==> config.mk <==
export PLATFORM = sky130hd
export DESIGN_NAME = hazard_scoreboard
export DESIGN_NICKNAME = d
export VERILOG_FILES = /design/src/rtl/hazard_scoreboard.sv
export SDC_FILE = /design/constraint.sdc
export NUM_CORES = 1
export LEC_CHECK = 0
export CORE_AREA = 4 4 61 63
export CTS_CLUSTER_DIAMETER = 80
export DETAILED_ROUTE_END_ITERATION = 10
export DIE_AREA = 0 0 65 67
export PLACE_DENSITY = 0.82
export RECOVER_POWER = 50
export SLEW_MARGIN = 15
export SYNTH_ARGS = -nofsm -noshare
export SYNTH_HDL_FRONTEND = slang
export SYNTH_SLANG_ARGS = --single-unit
==> constraint.sdc <==
create_clock -name clk_i -period 4 [get_ports clk_i]
set_input_delay 0.4 -clock clk_i [delete_from_list [all_inputs] [get_ports clk_i]]
set_output_delay 0.4 -clock clk_i [all_outputs]
set_load 0.1 [all_outputs]
==> src/rtl/hazard_scoreboard.sv <==
// hazard_scoreboard: scoreboard-based issue/stall unit between fetch and decode.
// Each architectural register has a countdown of cycles until its pending
// write becomes readable. A control op blocks all issue for CTRL_LAT cycles.
// When an instruction cannot issue, a NOP bubble is sent to decode instead.
// Optional feature macro: HAZ_FWD_EN. When it is defined, EX/MEM forwarding is
// assumed, and only a load result consumed in the very next cycle interlocks.
// The default build (macro undefined) is a full interlock.
module hazard_scoreboard #(
   parameter int                NUM_REGS = 8,
   parameter int                REG_W    = 3,
   parameter int                WR_LAT   = 3,
   parameter int                CTRL_LAT = 4,
   parameter int                INST_W   = 16,
   parameter logic [INST_W-1:0] NOP_INST = 16'h0800
) (
   input  logic                clk_i,
   input  logic                rst_i,
   input  logic                in_valid_i,
   input  logic [INST_W-1:0]   in_inst_i,
   input  logic                rs_en_i,
   input  logic [REG_W-1:0]    rs_idx_i,
   input  logic                rt_en_i,
   input  logic [REG_W-1:0]    rt_idx_i,
   input  logic                wr_en_i,
   input  logic [REG_W-1:0]    wr_idx_i,
   input  logic                wr_load_i,
   input  logic                is_ctrl_i,
   input  logic                freeze_i,
   output logic [INST_W-1:0]   out_inst_o,
   output logic                out_issue_o,
   output logic                pc_hold_o,
   output logic [NUM_REGS-1:0] busy_vec_o
);

   localparam int CNT_W  = $clog2(WR_LAT + 1);
   localparam int CTRL_W = $clog2(CTRL_LAT + 1);

   logic [CNT_W-1:0]    cnt_q [NUM_REGS];
   logic [CNT_W-1:0]    cnt_d [NUM_REGS];
   logic [NUM_REGS-1:0] ld_q;
   logic [NUM_REGS-1:0] ld_d;
   logic [CTRL_W-1:0]   ctrl_cnt_q;
   logic [CTRL_W-1:0]   ctrl_cnt_d;

   logic [NUM_REGS-1:0] dep_vec;
   logic                haz_rs;
   logic                haz_rt;
   logic                block;
   logic                issue;

   // Per-register view of the scoreboard: which registers a reader must wait on,
   // and which have any write outstanding (the latter is reported unconditionally).
   genvar gi;
   generate
      for (gi = 0; gi < NUM_REGS; gi++) begin : g_reg
`ifdef HAZ_FWD_EN
         // With forwarding only a load issued last cycle cannot be bypassed.
         assign dep_vec[gi] = (cnt_q[gi] == CNT_W'(WR_LAT)) & ld_q[gi];
`else
         assign dep_vec[gi] = (cnt_q[gi] != '0);
`endif
         assign busy_vec_o[gi] = (cnt_q[gi] != '0);
      end
   endgenerate

   // Issue decision uses pre-update state, so an instruction never waits on its
   // own write, and rs==rt simply yields the same single hazard twice.
   always_comb begin
      haz_rs      = rs_en_i & dep_vec[rs_idx_i];
      haz_rt      = rt_en_i & dep_vec[rt_idx_i];
      block       = haz_rs | haz_rt | (ctrl_cnt_q != '0) | freeze_i;
      issue       = in_valid_i & ~block & ~rst_i;
      out_issue_o = issue;
      out_inst_o  = issue ? in_inst_i : NOP_INST;
      // A control op keeps PC held in its own issue cycle until it resolves.
      pc_hold_o   = ~issue | is_ctrl_i;
   end

   // Next-state: age all counters, then let a new issue reload its destination
   // (reload wins over decrement). Freeze holds everything.
   always_comb begin
      ld_d       = ld_q;
      ctrl_cnt_d = ctrl_cnt_q;
      for (int i = 0; i < NUM_REGS; i++) begin
         cnt_d[i] = cnt_q[i];
      end
      if (!freeze_i) begin
         for (int i = 0; i < NUM_REGS; i++) begin
            if (cnt_q[i] != '0) begin
               cnt_d[i] = cnt_q[i] - CNT_W'(1);
            end
         end
         if (ctrl_cnt_q != '0) begin
            ctrl_cnt_d = ctrl_cnt_q - CTRL_W'(1);
         end
         if (issue && wr_en_i) begin
            cnt_d[wr_idx_i] = CNT_W'(WR_LAT);
            ld_d[wr_idx_i]  = wr_load_i;
         end
         if (issue && is_ctrl_i) begin
            ctrl_cnt_d = CTRL_W'(CTRL_LAT);
         end
      end
   end

   // Scoreboard state registers; reset drops every pending hazard at once.
   always_ff @(posedge clk_i or posedge rst_i) begin
      if (rst_i) begin
         for (int i = 0; i < NUM_REGS; i++) begin
            cnt_q[i] <= '0;
         end
         ld_q       <= '0;
         ctrl_cnt_q <= '0;
      end else begin
         for (int i = 0; i < NUM_REGS; i++) begin
            cnt_q[i] <= cnt_d[i];
         end
         ld_q       <= ld_d;
         ctrl_cnt_q <= ctrl_cnt_d;
      end
   end

endmodule

==> results of run 1 <==
[where the power goes]
group	internal, W	switching (W)
Clock	0.0000374	0.0000644
Combinational	0.0000772	0.000123
Sequential	0.000209	0.0000125
Total	0.000323	0.000199
[cells by family (layout without fill, tap and decap cells)]
logic type / count (synthesis) / after routing / synth area share [%]
AO/OA/AOI/OAI: 42 / 42 / 18.9
adder cells (fa/ha/maj): 2 / 2 / 1.81
buffers and inverters: 32 / 88 / 9.30
flip-flops: 19 / 19 / 34.3
multiplexers: 2 / 2 / 2.35
AND/OR/NAND/NOR: 76 / 76 / 33.3
[flip-flops by register name (all words and copies together), names as in the netlist]
register    count
ctrl_cnt_q      3
cnt_q          16
[metal layers]
metal | vias up | global-route usage (%) | routed length [µm] | part of all wire, %
met4 | 0 | 6.86 | 38 | 1.0
met5 | - | 0 | 0 | 0
met1 | 664 | 22.0 | 1720 | 45
met2 | 62 | 31.8 | 1720 | 45
li1 | 734 | - | - | -
met3 | 5 | 4.55 | 336 | 8.8
[worst max-delay path: stages]
cell,delay [ps]
dlygate4sd3_1,650
mux4_2,540
nand3b_2,130
nand3_4,320
or3_1,510
buf_12,190
[placed cells by master (no fill, tap or decap), types with 2 or more instances in the layout]
| cell | synthesis | layout |
|---|---|---|
| dfrtp_1 | 19 | 19 |
| o21ai_0 | 17 | 17 |
| nand2_1 | 8 | 8 |
| o41ai_1 | 6 | 7 |
| nor4_1 | 2 | 2 |
| ha_1 | 2 | 2 |
| o31ai_1 | 3 | 3 |
| dlygate4sd3_1 | 0 | 9 |
| or2_1 | 3 | 3 |
| clkdlybuf4s50_1 | 0 | 31 |
| nor3_1 | 19 | 13 |
| or2_2 | 5 | 5 |
| nor3b_1 | 10 | 10 |
| inv_1 | 23 | 23 |
| nand4_1 | 2 | 2 |
| buf_4 | 0 | 16 |
| nor2b_1 | 3 | 3 |
| a21o_1 | 2 | 2 |
| nor3_2 | 0 | 6 |
| clkbuf_4 | 0 | 3 |
| a21oi_1 | 11 | 11 |
| nor2_1 | 6 | 6 |
| buf_12 | 0 | 4 |
| or3_1 | 8 | 8 |
| nor4b_1 | 4 | 4 |
[through the flow]
stage / worst slack [ps] / area [µm²] / utilization [%] / instances
finish: 856 / 2050 / 63.6 / 275
global route: 732 / 2050 / 63.6 / 275
CTS: 929 / 2070 / 63.9 / 275
detailed placement: 927 / 2040 / 63.1 / 271
global placement: 932 / 2040 / 63.1 / 271
floorplan: -497 / 1420 / - / 173
[cell type report]
| class | count | share of cell area [%] |
|---|---|---|
| multi-input cells | 122 | 39.1 |
| well taps | 46 | 2.80 |
| clock buffers | 3 | 1.10 |
| clock inverters | 1 | 0.244 |
| inverters | 23 | 4.20 |
| flip-flops and latches | 19 | 23.1 |
| repair buffers | 61 | 29.4 |
[path summary, 6_finish.rpt]
path / start / to / slack (ps) / depth (start not counted)
max: rt_idx_i[2] / out_inst_o[11] / 860 / 6
min: rst_i / cnt_q[1] / 550 / 3
max reg2reg: ctrl_cnt_q[0] / cnt_q[1] / 1460 / 8
min reg2reg: cnt_q[7] / cnt_q[7] / 550 / 2
max in group asynchronous: rst_i / cnt_q[14] / 3240 / 3
min in group clk_i: cnt_q[7] / cnt_q[7] / 550 / 2
==> results.py, run 1 <==
metrics = {
    "placement": {
        "place.port_buffers": 58,
        "hpwl_um": 2930,
        "place_congestion": 0.925,
    },
    "logic_synthesis": {
        "yosysUniqueCellTypes": 33,
        "synth_top_area_share_pct": 34.3,
        "postSynthAreaPerCell_um2": 8.01,
        "synth_edf_count": 0,
        "ys_async_sr_fraction_pct": 100,
        "syn_nets": 209,
        "yosysTopAreaCell": "dfrtp_1",
        "synth.cell_area_um2": 1390,
        "syn_inst": 173,
        "synthTopCellsByArea": "dfrtp_1, nor3_1, inv_1, o21ai_0, nor3b_1",
        "synth_most_common_cell": "inv_1",
        "seq_area_frac_synth_pct": 34.3,
        "ys_warn_count": 0,
        "yosys_most_used_dff": "dfrtp_1",
        "synth-seq-cells": 19,
        "synth_common_cells": "inv_1, dfrtp_1, nor3_1",
    },
    "setup_path": {
        "worst_ep_required_time_ps": 3600,
        "start_kind": "input pin",
        "path_max_fanout": 34,
        "critical_path_class": "input pin to output port",
        "crit_arrival_ps": 2740,
        "endpoint_kind": "output port",
    },
    "floorplan": {
        "die-height_um": 67,
        "initial_core_util_pct": 42.9,
        "ios": 60,
        "core_area_um2": 3230,
        "core.rowCount": 21,
        "dieArea_um2": 4360,
        "die_x_um": 65,
    },
    "power_and_ir_drop": {
        "total_leakage_power_nw": 0.957,
        "power_density_nw_per_um2": 254,
        "ir_drop_mv": 0.135,
        "fin_total_pwr_w": 0.000523,
    },
    "clocking": {
        "cts_buffers": 3,
        "htree_levels": 1,
        "cts_tree": "yes",
        "worstSkewPairLatency_ps": 310,
        "cts_root_buf": "clkbuf_4",
        "hold_buffers": 0,
        "cts_resized": 0,
        "clk_pin_slew_ps": 110,
        "cts_setup_buffers": 0,
        "cts.sinks": 19,
        "clockBufferDepth": 2,
    },
    "global_route": {
        "grt_max_degree": 35,
        "antenna_found_initial": 0,
        "grt_pass1_wl_um": 6350,
        "groute.usage.overall_pct": 18.4,
        "grt_pass1_vias": 1520,
        "grt_overflow": 0,
    },
    "sta": {
        "slew_viol_final": 0,
        "timing.fmax_mhz": 318,
        "layout_min_cycle_time_ps": 3140,
        "rsz0062_at_grt": "false",
        "period_share_pct": 78.6,
        "maxSlewHeadroom_pct": 34.0,
        "fin_hold_ws_ps": 550,
        "fin_skew_ps": 3.23,
        "hold_viol": 0,
        "setup_violations": 0,
        "worst_pin_slew_ps": 986,
        "fin_tns_setup_ps": 0,
    },
    "min_path": {
        "min_path_type": "input pin to asynchronous set/reset pin",
    },
    "drt": {
        "totalWireLength_um": 3820,
        "vias": 1465,
        "ant_nets": 0,
        "post_drt_wl_per_cell_um": 13.9,
        "drt_first_pass_iters": 4,
        "vias_per_cell": 5.33,
        "drt_iter0_markers": 80,
        "drc": 0,
    },
    "final_layout": {
        "num-nets-final": 266,
        "areaGrowthSynthToFinish_pct": 48.3,
        "drive_above_1_share_pct": 16.6,
        "seqCellArea_um2": 475,
        "antenna_cells": 0,
        "fillers": 297,
        "multi_input_area_um2": 803,
    },
    "job": {
        "maxCapViolations": 0,
    },
    "status": {
        "outcome": "complete, no violations",
    },
}
Power figures use the tool's default switching activity.
==> run 2: changes to the inputs <==
CORE_AREA = 4 4 66 68   (was 4 4 61 63)
DIE_AREA = 0 0 70 72   (was 0 0 65 67)
PLACE_DENSITY = 0.74   (was 0.82)
clock period = 2.7 ns   (was 4 ns; I/O delays follow)
==> results.py, run 2 (synthesized netlist as in run 1, its figures left out) <==
metrics = {
    "status": {
        "outcome": "complete, no violations",
    },
    "global_route": {
        "grt_overflow": 0,
        "groute.usage.overall_pct": 15.1,
        "grt_pass1_vias": 1396,
        "grt_max_degree": 29,
        "grt_pass1_wl_um": 6380,
        "antenna_found_initial": 0,
    },
    "clocking": {
        "clockBufferDepth": 2,
        "clk_pin_slew_ps": 60,
        "cts_buffers": 3,
        "cts.sinks": 19,
        "cts_root_buf": "clkbuf_8",
        "cts_tree": "yes",
        "worstSkewPairLatency_ps": 250,
        "htree_levels": 1,
    },
    "setup_path": {
        "endpoint_kind": "output port",
        "cp-startpoint": "cnt_q[5]",
        "crit_arrival_ps": 2350,
        "start_kind": "flop",
        "crit_path_end": "pc_hold_o",
        "critical_path_class": "flop to output port",
        "r2r_setup_slack_ps": 580,
        "reg2reg_to": "cnt_q[12]",
        "worst_ep_required_time_ps": 2430,
        "path_max_fanout": 4,
        "r2r_cells": 6,
        "reg2reg_from": "cnt_q[5]",
    },
    "floorplan": {
        "dieArea_um2": 5040,
        "core.rowCount": 23,
        "initial_core_util_pct": 35.9,
        "core_area_um2": 3860,
        "ios": 60,
        "die-height_um": 72,
        "die_x_um": 70,
    },
    "placement": {
        "hpwl_um": 3180,
        "place.port_buffers": 58,
        "place_ws_ps": 165,
        "dpl_cell_area_um2": 2400,
        "place_congestion": 0.853,
    },
    "sta": {
        "period_share_pct": 96.9,
        "fin_hold_ws_ps": 539,
        "slew_viol_final": 0,
        "rsz0062_at_grt": "false",
        "layout_min_cycle_time_ps": 2620,
        "worst_pin_slew_ps": 1180,
        "timing.fmax_mhz": 382,
        "setup_violations": 0,
        "fin_ws_ps": 84.0,
        "hold_viol": 0,
        "fin_skew_ps": 4.11,
        "maxSlewHeadroom_pct": 21.7,
    },
    "drt": {
        "vias_per_cell": 5.19,
        "vias": 1468,
        "drt_first_pass_iters": 4,
        "drt_iter0_markers": 57,
        "totalWireLength_um": 3870,
        "drc": 0,
        "post_drt_wl_per_cell_um": 13.7,
        "ant_nets": 0,
    },
    "final_layout": {
        "largest_reg_flops": 16,
        "top_regs": "cnt_q (16), ctrl_cnt_q (3)",
        "fin_area_um2": 2420,
        "antenna_cells": 0,
        "final_cell_mix": "clkdlybuf4s50_1, inv_1, dfrtp_1, buf_12, o21ai_0",
        "drive_above_1_share_pct": 26.2,
        "regMostFlops": "cnt_q",
        "final_common_cell": "clkdlybuf4s50_1",
        "areaGrowthSynthToFinish_pct": 74.6,
        "num-nets-final": 270,
    },
    "power_and_ir_drop": {
        "total_leakage_power_nw": 0.986,
        "ir_drop_mv": 0.272,
        "power_density_nw_per_um2": 358,
    },
    "min_path": {
        "min_path_type": "flop to flop",
    },
    "job": {
        "maxCapViolations": 0,
    },
}
-- run 2: changes by cell type in the layout (fill, tap and decap cells not counted), sizes merged --
cell           before  now
clkbuf              4   13
buf                20   24
dlygate4sd3         9    2
clkinv              1    0
inv                23   22
clkinvlp            0    1
clkdlybuf4s50      31   30
-- run 2: how the worst min path moves through the flow --
stage / startpoint / end / slack (ps) / cells after the start
floorplan: rst_i / cnt_q[0] / 230 / 1
global placement: cnt_q[13] / cnt_q[13] / 500 / 2
detailed placement: cnt_q[13] / cnt_q[13] / 510 / 2
CTS: rst_i / cnt_q[6] / 410 / 3
global route: ctrl_cnt_q[1] / ctrl_cnt_q[1] / 570 / 2
finish: cnt_q[13] / cnt_q[13] / 540 / 2
-- run 2: layout make-up --
class,instances,area (µm²)
Sequential cell,19,475
Timing Repair Buffer,65,772
Fill cell,333,1440
Inverter,23,90.1
Clock buffer,4,45.0
Tap cell,50,62.6
Multi-Input combinational cell,122,973
-- run 2: stage by stage --
stage	TNS, ps	util (%)	power, W	cells
after detailed placement	0	62.2	0.000682	279
after global placement	0	62.2	0.000677	279
after CTS	0	63.3	0.000876	283
after global routing	0	62.7	0.000921	283
after floorplan	-5760	-	0.000559	173
final	0	62.7	0.000865	283
-- run 2: metal layers --
metal  wire [µm]  share of wire [%]  global-route usage (%)  up-vias
li1            -                  -                       -      740
met1        1740                 45                    20.5      673
met2        1830                 47                    25.2       48
met3         250                6.5                    2.77        7
met4          48                1.2                    3.83        0
met5           0                  0                       0        -
-- run 2: worst max-delay path, cell delays in order (launching register included) --
cell and delay [ps]:
dfrtp_1 400, or2_2 320, mux4_2 480, nand3b_2 130, nand3_4 100, or3_2 490, buf_12 180
-- run 2: what timing repair did --
item,in CTS,in global routing
setup buffers,0,0
setup endpoints to repair,0,7
endpoints found under the hold margin,0,0
gates resized for setup,0,3
hold buffers,0,0
-- run 2: where the power goes --
part | switching [W] | internal (W)
clock network | 0.0000861 | 0.000105
registers | 0.0000187 | 0.000310
logic | 0.000206 | 0.000140
